## config.mk

```make
export PLATFORM = sky130hd
export DESIGN_NAME = pipe_stall_ctrl
export DESIGN_NICKNAME = d
export VERILOG_FILES = /design/src/rtl/pipe_stall_ctrl.sv
export SDC_FILE = /design/constraint.sdc
export NUM_CORES = 1
export LEC_CHECK = 0
export BUFFER_PORTS_ARGS = -buffer_cell sky130_fd_sc_hd__clkbuf_2
export CORE_UTILIZATION = 35
export DETAILED_ROUTE_END_ITERATION = 16
export GPL_TIMING_DRIVEN = 0
export HOLD_SLACK_MARGIN = 0.03
export PLACE_DENSITY = 0.61
export SYNTH_ARGS = -nofsm -noshare
export SYNTH_HDL_FRONTEND = slang
export SYNTH_SLANG_ARGS = --single-unit
export TNS_END_PERCENT = 20
```

## constraint.sdc

```tcl
create_clock -name clk -period 4 [get_ports clk]
set_clock_uncertainty 0.2 [all_clocks]
set_input_delay 0.6 -clock clk [delete_from_list [all_inputs] [get_ports clk]]
set_output_delay 0.6 -clock clk [all_outputs]
set_load 0.01 [all_outputs]
```

## src/rtl/pipe_stall_ctrl.sv

```systemverilog
// Stall/flush controller for the 5-stage in-order core (no forwarding).
// Tracks in-flight register writes with per-register countdowns, holds
// dependent instructions in ID, and sequences branch resolution and halt drain.
module pipe_stall_ctrl #(
  parameter int NUM_REGS   = 8,
  parameter int REG_ID_W   = 3,
  parameter int PIPE_DEPTH = 3,
  parameter int BR_TIMEOUT = 4
) (
  input  logic                clk,
  input  logic                rst,
  input  logic                id_valid,
  input  logic                id_rs_valid,
  input  logic [REG_ID_W-1:0] id_rs,
  input  logic                id_rt_valid,
  input  logic [REG_ID_W-1:0] id_rt,
  input  logic                id_wr_en,
  input  logic [REG_ID_W-1:0] id_wr_reg,
  input  logic                id_is_branch,
  input  logic                id_is_halt,
  input  logic                ex_br_resolved,
  input  logic                ex_br_taken,
  output logic                id_issue,
  output logic                stall_if,
  output logic                bubble_idex,
  output logic                flush_ifid,
  output logic [NUM_REGS-1:0] busy_mask,
  output logic                halted,
  output logic                err
);

  localparam int CNT_W = $clog2(PIPE_DEPTH + 1);
  localparam int BR_W  = $clog2(BR_TIMEOUT + 1);

  typedef enum logic [1:0] {RUN, BR_WAIT, DRAIN, HALT} state_t;

  state_t            state;
  logic [CNT_W-1:0]  cnt [NUM_REGS];
  logic [BR_W-1:0]   br_cnt;
  logic              hz;

  // A register is busy while its write is still in flight.
  always_comb begin
    for (int i = 0; i < NUM_REGS; i++) begin
      busy_mask[i] = (cnt[i] != '0);
    end
  end

  // Read-after-write hazard on either source; the destination is never checked.
  always_comb begin
    hz = id_valid & ((id_rs_valid & busy_mask[id_rs]) |
                     (id_rt_valid & busy_mask[id_rt]));
  end

  // Pipeline control decoded from state, scoreboard and the current ID/EX inputs.
  always_comb begin
    id_issue    = 1'b0;
    stall_if    = 1'b0;
    bubble_idex = 1'b0;
    flush_ifid  = 1'b0;
    unique case (state)
      RUN: begin
        if (hz) begin
          stall_if    = 1'b1;
          bubble_idex = 1'b1;
        end else begin
          id_issue = id_valid;
        end
      end
      BR_WAIT: begin
        // On resolve the PC is released; a taken branch also kills the
        // wrong-path fetch sitting in IF-ID.
        bubble_idex = 1'b1;
        stall_if    = ~ex_br_resolved;
        flush_ifid  = ex_br_resolved & ex_br_taken;
      end
      DRAIN, HALT: begin
        stall_if    = 1'b1;
        bubble_idex = 1'b1;
      end
      default: begin
        stall_if    = 1'b0;
      end
    endcase
  end

  assign halted = (state == HALT);

  // Scoreboard countdowns; a new write reload wins over the decrement.
  always_ff @(posedge clk) begin
    for (int i = 0; i < NUM_REGS; i++) begin
      if (rst) begin
        cnt[i] <= '0;
      end else if (id_issue && id_wr_en && (id_wr_reg == REG_ID_W'(i))) begin
        cnt[i] <= CNT_W'(PIPE_DEPTH);
      end else if (cnt[i] != '0) begin
        cnt[i] <= cnt[i] - CNT_W'(1);
      end
    end
  end

  // Control FSM with branch-wait timer and sticky protocol error.
  always_ff @(posedge clk) begin
    if (rst) begin
      state  <= RUN;
      br_cnt <= '0;
      err    <= 1'b0;
    end else begin
      if (ex_br_resolved && (state != BR_WAIT)) begin
        err <= 1'b1;
      end
      unique case (state)
        RUN: begin
          if (id_issue && id_is_branch) begin
            state  <= BR_WAIT;
            br_cnt <= '0;
          end else if (id_issue && id_is_halt) begin
            state <= DRAIN;
          end
        end
        BR_WAIT: begin
          br_cnt <= br_cnt + BR_W'(1);
          if (ex_br_resolved) begin
            state <= RUN;
          end else if (br_cnt == BR_W'(BR_TIMEOUT - 1)) begin
            err   <= 1'b1;
            state <= RUN;
          end
        end
        DRAIN: begin
          if (busy_mask == '0) begin
            state <= HALT;
          end
        end
        HALT: begin
          state <= HALT;
        end
        default: begin
          state <= RUN;
        end
      endcase
    end
  end

endmodule

```

### Word level (Yosys, flattened, before mapping)

Memories as Yosys holds them, arrays and structs flattened.
Cells that the tools add are included.
Widths: inputs -> output; s select.

| word-level totals | value |
|---|---|
| register bits | 6 |
| bits in writable memories | 16 |
| output and inout port bits | 14 |
| word-level logic and storage cells | 177 |
| memories | 1 |
| bits of input ports | 19 |

Memory list:

| name | words | width | read ports | clocked after memory_dff | wr ports | RTL line | text |
|---|---|---|---|---|---|---|---|
| cnt | 8 | 2 | 8 | 0 | 8 | 38 | `logic [CNT_W-1:0] cnt [NUM_REGS];` |

| cells by class | value |
|---|---|
| add/sub/neg operators | 9 |
| eq/ne operators | 16 |
| mux-type cells | 96 |
| $lt $le $gt $ge | 2 |
| reductions and logical operators | 28 |
| bitwise operators | 22 |

Operators with widths:

| operator | count |
|---|---|
| $mux 1 | 68 |
| $mux 2 | 21 |
| $reduce_bool 2->1 | 9 |
| $or 1x1->1 | 17 |
| $sub 2x1->2 const B | 8 |
| $eq 3x3->1 const B | 4 |
| $logic_and 1x1->1 | 12 |
| $eq 3x2->1 const B | 3 |
| $logic_not 8->1 | 1 |
| $lt 3x4->1 const B | 2 |
| $pmux 2 s4 | 1 |
| $bmux 1 s3 | 2 |
| $ne 3x3->1 const B | 2 |
| $pmux 3 s2 | 1 |
| $and 1x1->1 | 4 |
| $eq 2x2->1 const B | 2 |
| $ne 2x2->1 const B | 2 |
| $add 3x1->3 const B | 1 |
| $eq 3x1->1 const B | 1 |
| $logic_not 3->1 | 1 |
| $mux 3 | 1 |
| $pmux 1 s3 | 1 |
| $reduce_and 3->1 | 1 |
| $reduce_or 3->1 | 1 |
| other kinds (7) | 7 |

### Depth between registers and ports, before layout

Gate-level depths: netlist (run 1).

| logic depth | value |
|---|---|
| depth after elaboration | 15 |
| gate-level depth with buffers | 7 |
| mapped depth without buffers | 7 |

### Worst setup path before layout (run 1)

Ideal clock, no wire load.

| timing | value |
|---|---|
| path type | input-to-output |
| start | input port id_rt[2] |
| end | output port stall_if |
| setup slack | 1197 ps |
| arrival time | 2003 ps |
| cell stages on the path | 6 |
| buffers on the path | 1 |
| required time | 3200 ps |
| cell sequence | buf_4 -> mux2i_1 -> mux4_2 -> a22oi_1 -> nand2b_1 -> o21ai_0 |

| between the ends | value |
|---|---|
| longest elaborated chain between the ends | 7 |

RTL lines:

| item | RTL line | text |
|---|---|---|
| start: declaration | 16 | `input logic [REG_ID_W-1:0] id_rt,` |
| $bmux 1 s3 | 52 | `(id_rt_valid & busy_mask[id_rt]));` |
| $mux 1 (not written as such) | 52 |  |
| $and 1x1->1 | 52 |  |
| $or 1x1->1 | 51 | `hz = id_valid & ((id_rs_valid & busy_mask[id_rs]) \|` |
| $and 1x1->1 | 51 |  |
| $mux 1 | 63 | `if (hz) begin` |
| $pmux 1 s3 | 61 | `unique case (state)` |
| end: declaration | 24 | `output logic stall_if,` |

No other way between the ends. The select of a mux whose other input is x is not followed.

==> impl_results.md, run 1 <==
* Slew Limit Fails at 0
* DRC violation count after routing at 0
* Cell row count at 23
* Number of diodes at 0
* Static leakage power at about 0.81 nW
* Post-route clock period utilization at a little over four fifths
* Power density over the cells at between 600 and 700 nW/um^2
* Routed vias at 1307
* Clock network fraction of total power at 12.0%
* Unrepaired setup endpoints after global routing: false
* Final cell count without fillers at 255
* Later-pin clock latency in the skew report at 0.26 ns
* Effective utilization at floorplan at 37.52%
* Longest Clk Path Bufs at 2
* Instance count of the mapped netlist at approximately 170
* Via count normalized by instance count at 5.125
* Number of storage elements in the synthesis netlist at 22
* Critical path type: register to output port
* Required time worst endpoint at 3.20 ns
* Count of instances resized after the clock tree is built at 0
* Final net count at 235
* First-pass GRT wire length at 5.464 mm
* Count of buffers added by post-CTS timing repair for setup at 0
* Number of levels the H-tree was split into at 1
* Routed wire length per instance at roughly 14 um
* Sum of routed wire length over all layers at between 3 and 4 mm
* Switching share of power at 39.88%
* Max IR drop VDD at 0.0002002 V
* Total instance count after detailed placement at about 250
* Nature of the critical path endpoint: output port
* Number of antenna violations at the first check in global routing at 0
* Total clock buffers created by CTS at 3
* Total Routing Usage GR at 16.02%
* Crit-path max FO at 6
* Syn avg cell area at 8.977 um^2
* Slew Limit Headroom at 62.33%
* Master cell of the clock root buffer: sky130_fd_sc_hd__clkbuf_8
* Post-synthesis to final-layout area growth at 16.37%
* Overall die width at a little under 70 um
* DRC marker count from the first detailed-route iteration at 32
* Place WS at between 0.9 and 1 ns
* Signal arrival time at the worst endpoint at approximately 2.6 ns
* Placeable core region at 4115 um^2
* Pre-antenna DRT Iters at 4
* Total overflow reported by the global router at 0
* Post-synth top area cell: sky130_fd_sc_hd__edfxtp_1
* Area of the die at approximately 4700 um^2
* Yosys Warn Count at 0
* Most common cell after layout, fill and taps aside: sky130_fd_sc_hd__clkbuf_2
* Internal power summed over all cells at 0.0007000 W
* Combinational cell fraction of total power at 56.0%
* Fraction of layout instances using a drive strength above 1 at 22.44%
* CTS tree: built
* Io pins at 33
* Slew at the pin with the worst max-slew slack at between 0.5 and 0.6 ns
* Most used cells in the layout excluding fill and tap cells: sky130_fd_sc_hd__clkbuf_2, sky130_fd_sc_hd__inv_1, sky130_fd_sc_hd__a21oi_1, sky130_fd_sc_hd__edfxtp_1, sky130_fd_sc_hd__nand2_1
* Via count of the first global-routing pass at 1202
* Largest net degree at the start of global routing at 13
* Port-buffer cells at 29
* Die Span Y at 68.42 um
* Post-synthesis sequential area ratio at 38.90%
* Mapped Nets at 201
* Cell variety after synth at 30
* Power spent charging and discharging nets at 0.0004643 W
* Post-route antenna net violation count at 0
* DP HPWL at around 2.7 mm
* Number of hold buffers added after cts at 0
* Max cap viols at 0
* Flop pwr share at 32.0%
* Min-delay worst type: register to register
* Setup-failing EPs final at 0
* Crit path setup slack, layout at 0.6210 ns
* Period minus WS final at 3.379 ns
* Main area contributors after synthesis: sky130_fd_sc_hd__edfxtp_1, sky130_fd_sc_hd__ha_1, sky130_fd_sc_hd__dfxtp_1
* Number of failing hold endpoints at the final stage at 0
* Setup crit start kind: register
* Top cell type's share of synthesized area at 31.12%
* TritonCTS sink count at 22
* Maximum clock frequency at 295.9 MHz
* Clock transition time at the flip-flop clock pins of the worst setup and hold paths at 0.08 ns
* Setup total negative slack at 0 ns
* Run status: complete, no violations
* Last weighted congestion value of the routability-driven placer at between 0.8 and 0.9
* Netlist area before placement at 1544 um^2
==> path summary, 6_finish.rpt <==
path	cells past startpoint	to	startpoint	slack, ns
max	8	stall_if	cnt[1][0]	0.62
min	2	err	err	0.29
max reg2reg	7	cnt[1][4]	cnt[1][0]	1.23
min reg2reg	2	err	err	0.29
==> power by group through the flow <==
stage	Combinational, W	Clock [W]	Sequential (W)
after detailed placement	0.000654	0	0.000379
after CTS	0.000658	0.000145	0.000373
after floorplan	0.000470	0	0.000374
after global placement	0.000635	0	0.000376
final	0.000652	0.000140	0.000373
after global routing	0.000744	0.000151	0.000381
==> routing by layer <==
metal	track usage, %	wire, um	vias up
met3	2.167	95	4
li1	-	-	670
met2	27.45	1691	21
met5	0	0	-
met4	3.906	26	0
met1	21.04	1642	612
==> worst max-delay path, cell delays in order (launching register included) <==
cell and delay (ns):
sky130_fd_sc_hd__edfxtp_1 0.38, sky130_fd_sc_hd__inv_1 0.08, sky130_fd_sc_hd__ha_1 0.31, sky130_fd_sc_hd__mux2i_1 0.12
sky130_fd_sc_hd__mux4_2 0.52, sky130_fd_sc_hd__a22oi_1 0.49, sky130_fd_sc_hd__nand2b_1 0.19, sky130_fd_sc_hd__o21ai_0 0.09
sky130_fd_sc_hd__clkbuf_2 0.15
==> sequential cells by signal, summed over array words and instances, names as in the netlist <==
register / count
br_cnt: 3
cnt: 16
err: 1
state: 2
==> cells by family after synthesis <==
kind of cell / Yosys count / synth area share, %
simple gates: 61 / 21.88
fa+ha+maj: 10 / 8.104
mux: 10 / 8.104
compound gates: 33 / 13.94
flops: 22 / 38.90
buf+inv: 36 / 9.076
==> final cells by class <==
type	count	area [um^2]
Clock inverter	1	3.754
Tap cell	50	62.56
Timing Repair Buffer	29	145.1
Fill cell	427	2318
Inverter	28	105.1
Multi-Input combinational cell	114	803.3
Clock buffer	3	41.29
Buffer	8	35.03
Sequential cell	22	600.6
==> through the flow <==
| stage | util, % | instance area, um^2 | hold WS [ns] | power, W |
|---|---|---|---|---|
| finish | 43.66 | 1797 | 0.2853 | 0.001164 |
| detailed placement | 42.57 | 1752 | 0.2703 | 0.001033 |
| CTS | 43.66 | 1797 | 0.2891 | 0.001176 |
| global placement | 42.57 | 1752 | 0.2628 | 0.001011 |
| global route | 43.66 | 1797 | 0.3161 | 0.001276 |
| floorplan | - | 1544 | 0.2542 | 0.0008446 |
==> Yosys cell counts (all sizes together) <==
| cell type | number |
|---|---|
| a211oi | 3 |
| a21oi | 21 |
| a221oi | 1 |
| a22oi | 2 |
| a311o | 1 |
| a311oi | 1 |
| and2 | 1 |
| and3 | 3 |
| buf | 1 |
| clkbuf | 7 |
| dfxtp | 6 |
| edfxtp | 16 |
| ha | 10 |
| inv | 28 |
| mux2i | 8 |
| mux4 | 2 |
| nand2 | 12 |
| nand2b | 2 |
| nand3 | 3 |
| nand3b | 10 |
| nand4 | 4 |
| nand4b | 2 |
| nor2 | 10 |
| nor2b | 2 |
| nor3 | 2 |
| nor4 | 1 |
| o21ai | 2 |
| o2bb2ai | 2 |
| or2 | 9 |
No activity file was read; power rests on OpenSTA's default activity.
==> run 2, diff against run 1 <==
clock period = 3.3 ns   (was 4 ns; I/O delays follow)
==> run 2 against run 1 <==
  * Routed wire length shrank 0.17%
  * Sequential share of layout area is 0.093 points lower
  * Register-to-register slack got worse by 0.71 ns
  * Largest cell class unchanged
  * Largest power group unchanged
==> impl_results.md, run 2 (synthesis results as in run 1) <==
* Setup total negative slack at 0 ns (unchanged)
* Routed wire length per instance at 13.53 um (-0.17%)
* Setup-failing EPs final at 0 (unchanged)
* Later-pin clock latency in the skew report at 0.26 ns (about the same)
* Number of antenna violations at the first check in global routing at 0 (unchanged)
* Max FFs per register at 16 (unchanged)
* Switching share of power at 39.91% (about the same)
* Total clock buffers created by CTS at 3 (unchanged)
* Min-delay worst type: register to register
* Clock network fraction of total power at 11.9% (about the same)
* Slew at the pin with the worst max-slew slack at 0.5608 ns (-0.004234 ns)
* Number of diodes at 0 (unchanged)
* DRC violation count after routing at 0 (unchanged)
* Io pins at 33 (unchanged)
* Effective utilization at floorplan at 37.52% (unchanged)
* Reg2Reg Setup Slack at 0.52 ns (-0.71 ns)
* Total Routing Usage GR at 16.02% (unchanged)
* Maximum clock frequency at roughly 320 MHz
* Worst flop-to-flop path endpoint: cnt[1][4]
* Critical path type: register to output port
* Slew Limit Fails at 0 (unchanged)
* Crit-path max FO at 6 (unchanged)
* Post-route antenna net violation count at 0 (unchanged)
* Max cap viols at 0 (unchanged)
* Cell row count at 23 (unchanged)
* Routed vias at 1306 (-0.077%)
* Pre-antenna DRT Iters at 4 (unchanged)
* Via count of the first global-routing pass at 1202 (unchanged)
* Top register by number of flip-flops: cnt
* Post-synthesis to final-layout area growth at 16.69%
* Fillcell total at 426 (-0.23%)
* Period minus WS final at 3.134 ns
* Total overflow reported by the global router at 0 (unchanged)
* Reg2reg start: cnt[1][0]
* Die Span Y at 68.42 um (unchanged)
* Hold depth at 2 (unchanged)
* Power density over the cells at 786.2 nW/um^2 (+21%)
* Setup crit start kind: register
* Slew Limit Headroom at 62.61% (+0.28 points)
* Largest registers: cnt (16), br_cnt (3), state (2)
* First-pass GRT wire length at 5.464 mm (unchanged)
* Overall die width at 68.42 um (unchanged)
* Combinational cell fraction of total power at 56.2% (+0.2 points)
* Most common cell after layout, fill and taps aside: sky130_fd_sc_hd__clkbuf_2
* Area of the die at 4681 um^2 (unchanged)
* Count of buffers added by post-CTS timing repair for setup at 0 (unchanged)
* Port-buffer cells at 29 (unchanged)
* Placeable core region at 4115 um^2 (unchanged)
* CTS tree: built
* Post-route clock period utilization at 94.96%
* Final cell area excluding filler cells at 1802 um^2 (+0.28%)
* Run status: complete, no violations
* DP HPWL at 2.689 mm (unchanged)
* Number of failing hold endpoints at the final stage at 0 (unchanged)
* Internal power summed over all cells at 0.0008512 W (+22%)
* Fraction of layout instances using a drive strength above 1 at 22.93% (+0.49 points)
* Max IR drop VDD at 0.0002425 V (+21%)
* Most used cells in the layout excluding fill and tap cells: sky130_fd_sc_hd__clkbuf_2, sky130_fd_sc_hd__inv_1, sky130_fd_sc_hd__a21oi_1, sky130_fd_sc_hd__edfxtp_1, sky130_fd_sc_hd__nand2_1
* Largest net degree at the start of global routing at 13 (unchanged)
* Critical path startpoint: cnt[1][0]
* Required time worst endpoint at 2.60 ns (-0.60 ns)
* Master cell of the clock root buffer: sky130_fd_sc_hd__clkbuf_8
* Power spent charging and discharging nets at 0.0005653 W (+22%)
* Final net count at 235 (unchanged)
* Signal arrival time at the worst endpoint at 2.44 ns (-0.14 ns)
* DRC marker count from the first detailed-route iteration at 36 (+13%)
* TritonCTS sink count at 22 (unchanged)
* Longest Clk Path Bufs at 2 (unchanged)
* Last weighted congestion value of the routability-driven placer at 0.8137 (unchanged)
* Flop pwr share at 31.9% (about the same)
* Clock transition time at the flip-flop clock pins of the worst setup and hold paths at 0.08 ns (about the same)
* Unrepaired setup endpoints after global routing: false
* Nature of the critical path endpoint: output port
* Worst-case reg-to-reg path depth at 7 (unchanged)
* Number of levels the H-tree was split into at 1 (unchanged)
* Static leakage power at 0.8073 nW (about the same)
* Sum of routed wire length over all layers at 3.450 mm (-0.17%)
* Setup crit end: stall_if
* Via count normalized by instance count at 5.122 (about the same)
* Area of placed instances at 1752 um^2 (unchanged)
==> run 2: cell count changes in the layout (fill, tap and decap cells not counted) <==
cell and delta:
sky130_fd_sc_hd__a22oi_1 -1, sky130_fd_sc_hd__a22oi_2 +1
==> run 2: area by class of cell <==
class                      instances  area, um^2  area share (%)
multi-input combinational        114       808.3           44.86
sequential                        22       600.6           33.33
timing repair buffer              29       145.1           8.056
inverter                          28       105.1           5.833
tap                               50       62.56           3.472
clock buffer                       3       41.29           2.292
buffer                             8       35.03           1.944
clock inverter                     1       3.754          0.2083
==> run 2: stage by stage <==
step / total power (W) / hold WS (ns) / worst slack [ns] / utilization, % / std cells
4_1_cts: 0.001426 / 0.2891 / 0.02356 / 43.66 / 255
2_1_floorplan: 0.001024 / 0.2542 / 0.7073 / - / 172
3_5_place_dp: 0.001252 / 0.2703 / 0.3302 / 42.57 / 251
3_3_place_gp: 0.001226 / 0.2628 / 0.4148 / 42.57 / 251
6_report: 0.001416 / 0.2853 / 0.1662 / 43.78 / 255
5_1_grt: 0.001552 / 0.3161 / 0.07447 / 43.78 / 255
==> run 2: worst min path at each step <==
stage | start | to | slack (ns)
after global placement | err | err | 0.26
final | err | err | 0.29
after detailed placement | err | err | 0.27
after floorplan | br_cnt[2] | br_cnt[2] | 0.25
after CTS | err | err | 0.29
after global routing | br_cnt[2] | br_cnt[2] | 0.32
==> run 2: worst max-delay path, stage by stage (launching register included) <==
cell and delay (ns):
sky130_fd_sc_hd__edfxtp_1 0.38, sky130_fd_sc_hd__inv_1 0.08, sky130_fd_sc_hd__ha_1 0.31, sky130_fd_sc_hd__mux2i_1 0.12, sky130_fd_sc_hd__mux4_2 0.53, sky130_fd_sc_hd__a22oi_2 0.36, sky130_fd_sc_hd__nand2b_1 0.17, sky130_fd_sc_hd__o21ai_0 0.09
sky130_fd_sc_hd__clkbuf_2 0.15
==> run 2: routing by layer <==
layer / wire [um] / track usage [%]
met4: 26 / 3.906
met1: 1623 / 21.04
met5: 0 / 0
met3: 106 / 2.167
met2: 1694 / 27.45
==> run 2: repair_timing <==
item | CTS | global route
hold buffers | 0 | 0
resized for setup | 0 | 1
setup endpoints to repair | 0 | 3
endpoints found under the hold margin | 0 | 0
==> run 2: power by group through the flow <==
stage | clock, W | combinational (W) | sequential [W]
after floorplan | 0 | 0.000570 | 0.000453
after global placement | 0 | 0.000770 | 0.000456
after detailed placement | 0 | 0.000792 | 0.000459
after CTS | 0.000175 | 0.000798 | 0.000453
after global routing | 0.000182 | 0.000908 | 0.000462
final | 0.000169 | 0.000795 | 0.000452
==> run 3, diff against run 2 <==
CORE_MARGIN = 5   (was not set)
==> run 3 against run 2 <==
  * Cell count is 0.78% higher
  * Cell area is 0.14% higher
  * Combinational power is 0.9% lower
  * Setup slack better by 0.054 ns
  * Critical path depth stayed put
  * Sequential power hardly changed
  * Hold slack better by 0.0074 ns
  * First-iteration DRC count grew to 3.2 times the previous value
  * Count of clock-buffer cells in the layout is 1 higher
  * Core utilization is 2.1 points lower
  * Critical path type unchanged
==> impl_results.md, run 3 (synthesis results as in run 1) <==
* Sequence of cells on the critical path: inv_1 > ha_1 > mux2i_1 > mux4_2 > a22oi_2 > nand2b_1 > o21ai_0 > clkbuf_2
* Count of buffers added by post-CTS timing repair for setup at 0 (unchanged)
* Most common cell after layout, fill and taps aside: sky130_fd_sc_hd__clkbuf_2
* Final net count at 235 (unchanged)
* Number of hold buffers added after cts at 0 (unchanged)
* Fillcell total at 466 (+9.4%)
* Port-buffer cells at 29 (unchanged)
* Share of the core filled with cells at 41.72% (-2.1 points)
* Crit-path max FO at 6 (unchanged)
* Run status: complete, no violations
* Number of diodes at 0 (unchanged)
* Clock transition time at the flip-flop clock pins of the worst setup and hold paths at 0.09 ns (about the same)
* Capture endpoint of the worst hold path: br_cnt[1]
* Top register by number of flip-flops: cnt
* Slowest stage cell on the critical path: sky130_fd_sc_hd__mux4_2
* Most used cells in the layout excluding fill and tap cells: sky130_fd_sc_hd__clkbuf_2, sky130_fd_sc_hd__inv_1, sky130_fd_sc_hd__a21oi_1, sky130_fd_sc_hd__edfxtp_1, sky130_fd_sc_hd__nand2_1
* Post-synthesis to final-layout area growth at 16.86%
* DP HPWL at 2.835 mm (+5.5%)
* Reg2reg start: cnt[0][4]
* Power density over the cells at 787.1 nW/um^2 (+0.12%)
* DRC marker count from the first detailed-route iteration at 114 (+220%)
* Reg2Reg Setup Slack at 0.50 ns (-0.02 ns)
* FF+latch area at 600.6 um^2 (unchanged)
* Critical Path Max Stage Delay at 0.54 ns (about the same)
* Die Span Y at 76.42 um (+12%)
* Io pins at 33 (unchanged)
* Longest Clk Path Bufs at 2 (unchanged)
* Nature of the critical path endpoint: output port
* Count of instances resized after the clock tree is built at 0 (unchanged)
* Number of antenna violations at the first check in global routing at 0 (unchanged)
* Critical path type: register to output port
* Total clock buffers created by CTS at 3 (unchanged)
* Pre-antenna DRT Iters at 4 (unchanged)
* Maximum clock frequency at 324.7 MHz (+1.8%)
* Number of failing hold endpoints at the final stage at 0 (unchanged)
* Via count normalized by instance count at 5.078 (-0.85%)
* Period minus WS final at 3.080 ns (-0.05425 ns)
* Sum of routed wire length over all layers at 3.602 mm (+4.4%)
* Cell row count at 24 (+4.3%)
* Tot Pwr at 0.001420 W (+0.26%)
* DRC violation count after routing at 0 (unchanged)
* Worst-case reg-to-reg path depth at 7 (unchanged)
* Static leakage power at 0.8069 nW (about the same)
* Max IR drop VDD at 0.0001862 V (-23%)
* Setup total negative slack at 0 ns (unchanged)
* Slew Limit Headroom at 63.36% (+0.75 points)
* Setup-failing EPs final at 0 (unchanged)
* First-pass GRT wire length at 6.058 mm (+11%)
* Total Routing Usage GR at 12.56% (-3.5 points)
* Setup crit start kind: register
* Slew Limit Fails at 0 (unchanged)
* Number of levels the H-tree was split into at 1 (unchanged)
* Via count of the first global-routing pass at 1296 (+7.8%)
* Required time worst endpoint at 2.60 ns (about the same)
* Slew at the pin with the worst max-slew slack at 0.5496 ns (-0.01120 ns)
* Master cell of the clock root buffer: sky130_fd_sc_hd__clkbuf_8
* Unrepaired setup endpoints after global routing: false
* Min-Delay Startpoint: br_cnt[1]
* Overall die width at 76.42 um (+12%)
* Signal arrival time at the worst endpoint at 2.38 ns (-0.06 ns)
* Total overflow reported by the global router at 0 (unchanged)
* Post-route clock period utilization at 93.32% (-1.6 points)
* Min-delay worst type: register to register
* Post-route antenna net violation count at 0 (unchanged)
* Worst flop-to-flop path endpoint: cnt[1][7]
* Routed wire length per instance at 14.02 um (+3.6%)
* Hold depth at 1 (-1)
* Later-pin clock latency in the skew report at 0.27 ns (about the same)
* Fraction of layout instances using a drive strength above 1 at 22.93% (unchanged)
* Placeable core region at 4324 um^2 (+5.1%)
* Crit path setup slack, layout at 0.2205 ns (+0.05425 ns)
* Footprint of the multi-input gates at 808.3 um^2 (unchanged)
* TritonCTS sink count at 22 (unchanged)
* Min Hold Slack at 0.2928 ns (+0.007448 ns)
* Largest net degree at the start of global routing at 13 (unchanged)
* Last weighted congestion value of the routability-driven placer at 0.7833 (-3.7%)
* Effective utilization at floorplan at 35.71% (-1.8 points)
* Routed vias at 1305 (-0.077%)
* Area of the die at 5840 um^2 (+25%)
* CTS tree: built
* Largest registers: cnt (16), br_cnt (3), state (2)
* Max cap viols at 0 (unchanged)
* Place WS at 0.3450 ns (+0.01471 ns)
* Max FFs per register at 16 (unchanged)
==> run 3: per-layer routing <==
| layer | GRT usage (%) | vias up | part of all wire [%] |
|---|---|---|---|
| li1 | - | 669 | - |
| met1 | 15.59 | 608 | 45 |
| met2 | 21.75 | 24 | 50 |
| met3 | 2.246 | 4 | 3.6 |
| met4 | 4.196 | 0 | 1.3 |
| met5 | 0 | - | 0 |
==> run 3: cell type report <==
cell class,count,share of cell area [%]
Multi-Input combinational cell,114,44.80
Sequential cell,22,33.29
Timing Repair Buffer,29,8.044
Inverter,28,5.825
Tap cell,52,3.606
Clock buffer,4,2.497
Buffer,8,1.942
==> run 3: through the flow <==
step,instances,area (um^2)
floorplan,172,1544
global placement,253,1754
detailed placement,253,1754
CTS,257,1799
global route,257,1804
finish,257,1804
==> run 3: critical path: cells and delay by family (launching register included) <==
family	cells	cell delay (ns)
buffers and inverters	2	0.22
muxes	2	0.64
and+or+nand+nor	1	0.18
AOI/OAI and AO/OA	2	0.43
DFF	1	0.36
adders and majority gates	1	0.28
==> run 3: worst max path at each step <==
stage	end	cells after the start	slack, ns	start
global placement	stall_if	8	0.36	cnt[1][2]
floorplan	stall_if	6	0.71	id_rt[2]
detailed placement	stall_if	8	0.34	cnt[0][6]
finish	stall_if	8	0.22	cnt[0][4]
global route	stall_if	8	0.009	cnt[0][4]
CTS	stall_if	8	0.04	cnt[1][2]
==> run 3: report_power, final <==
group	total (W)	leakage, nW	internal [W]	switching (W)
registers	0.000452	0.224	0.000429	0.0000235
clock network	0.000180	0.0228	0.0000863	0.0000938
logic	0.000788	0.560	0.000336	0.000451
total	0.00142	0.807	0.000851	0.000569
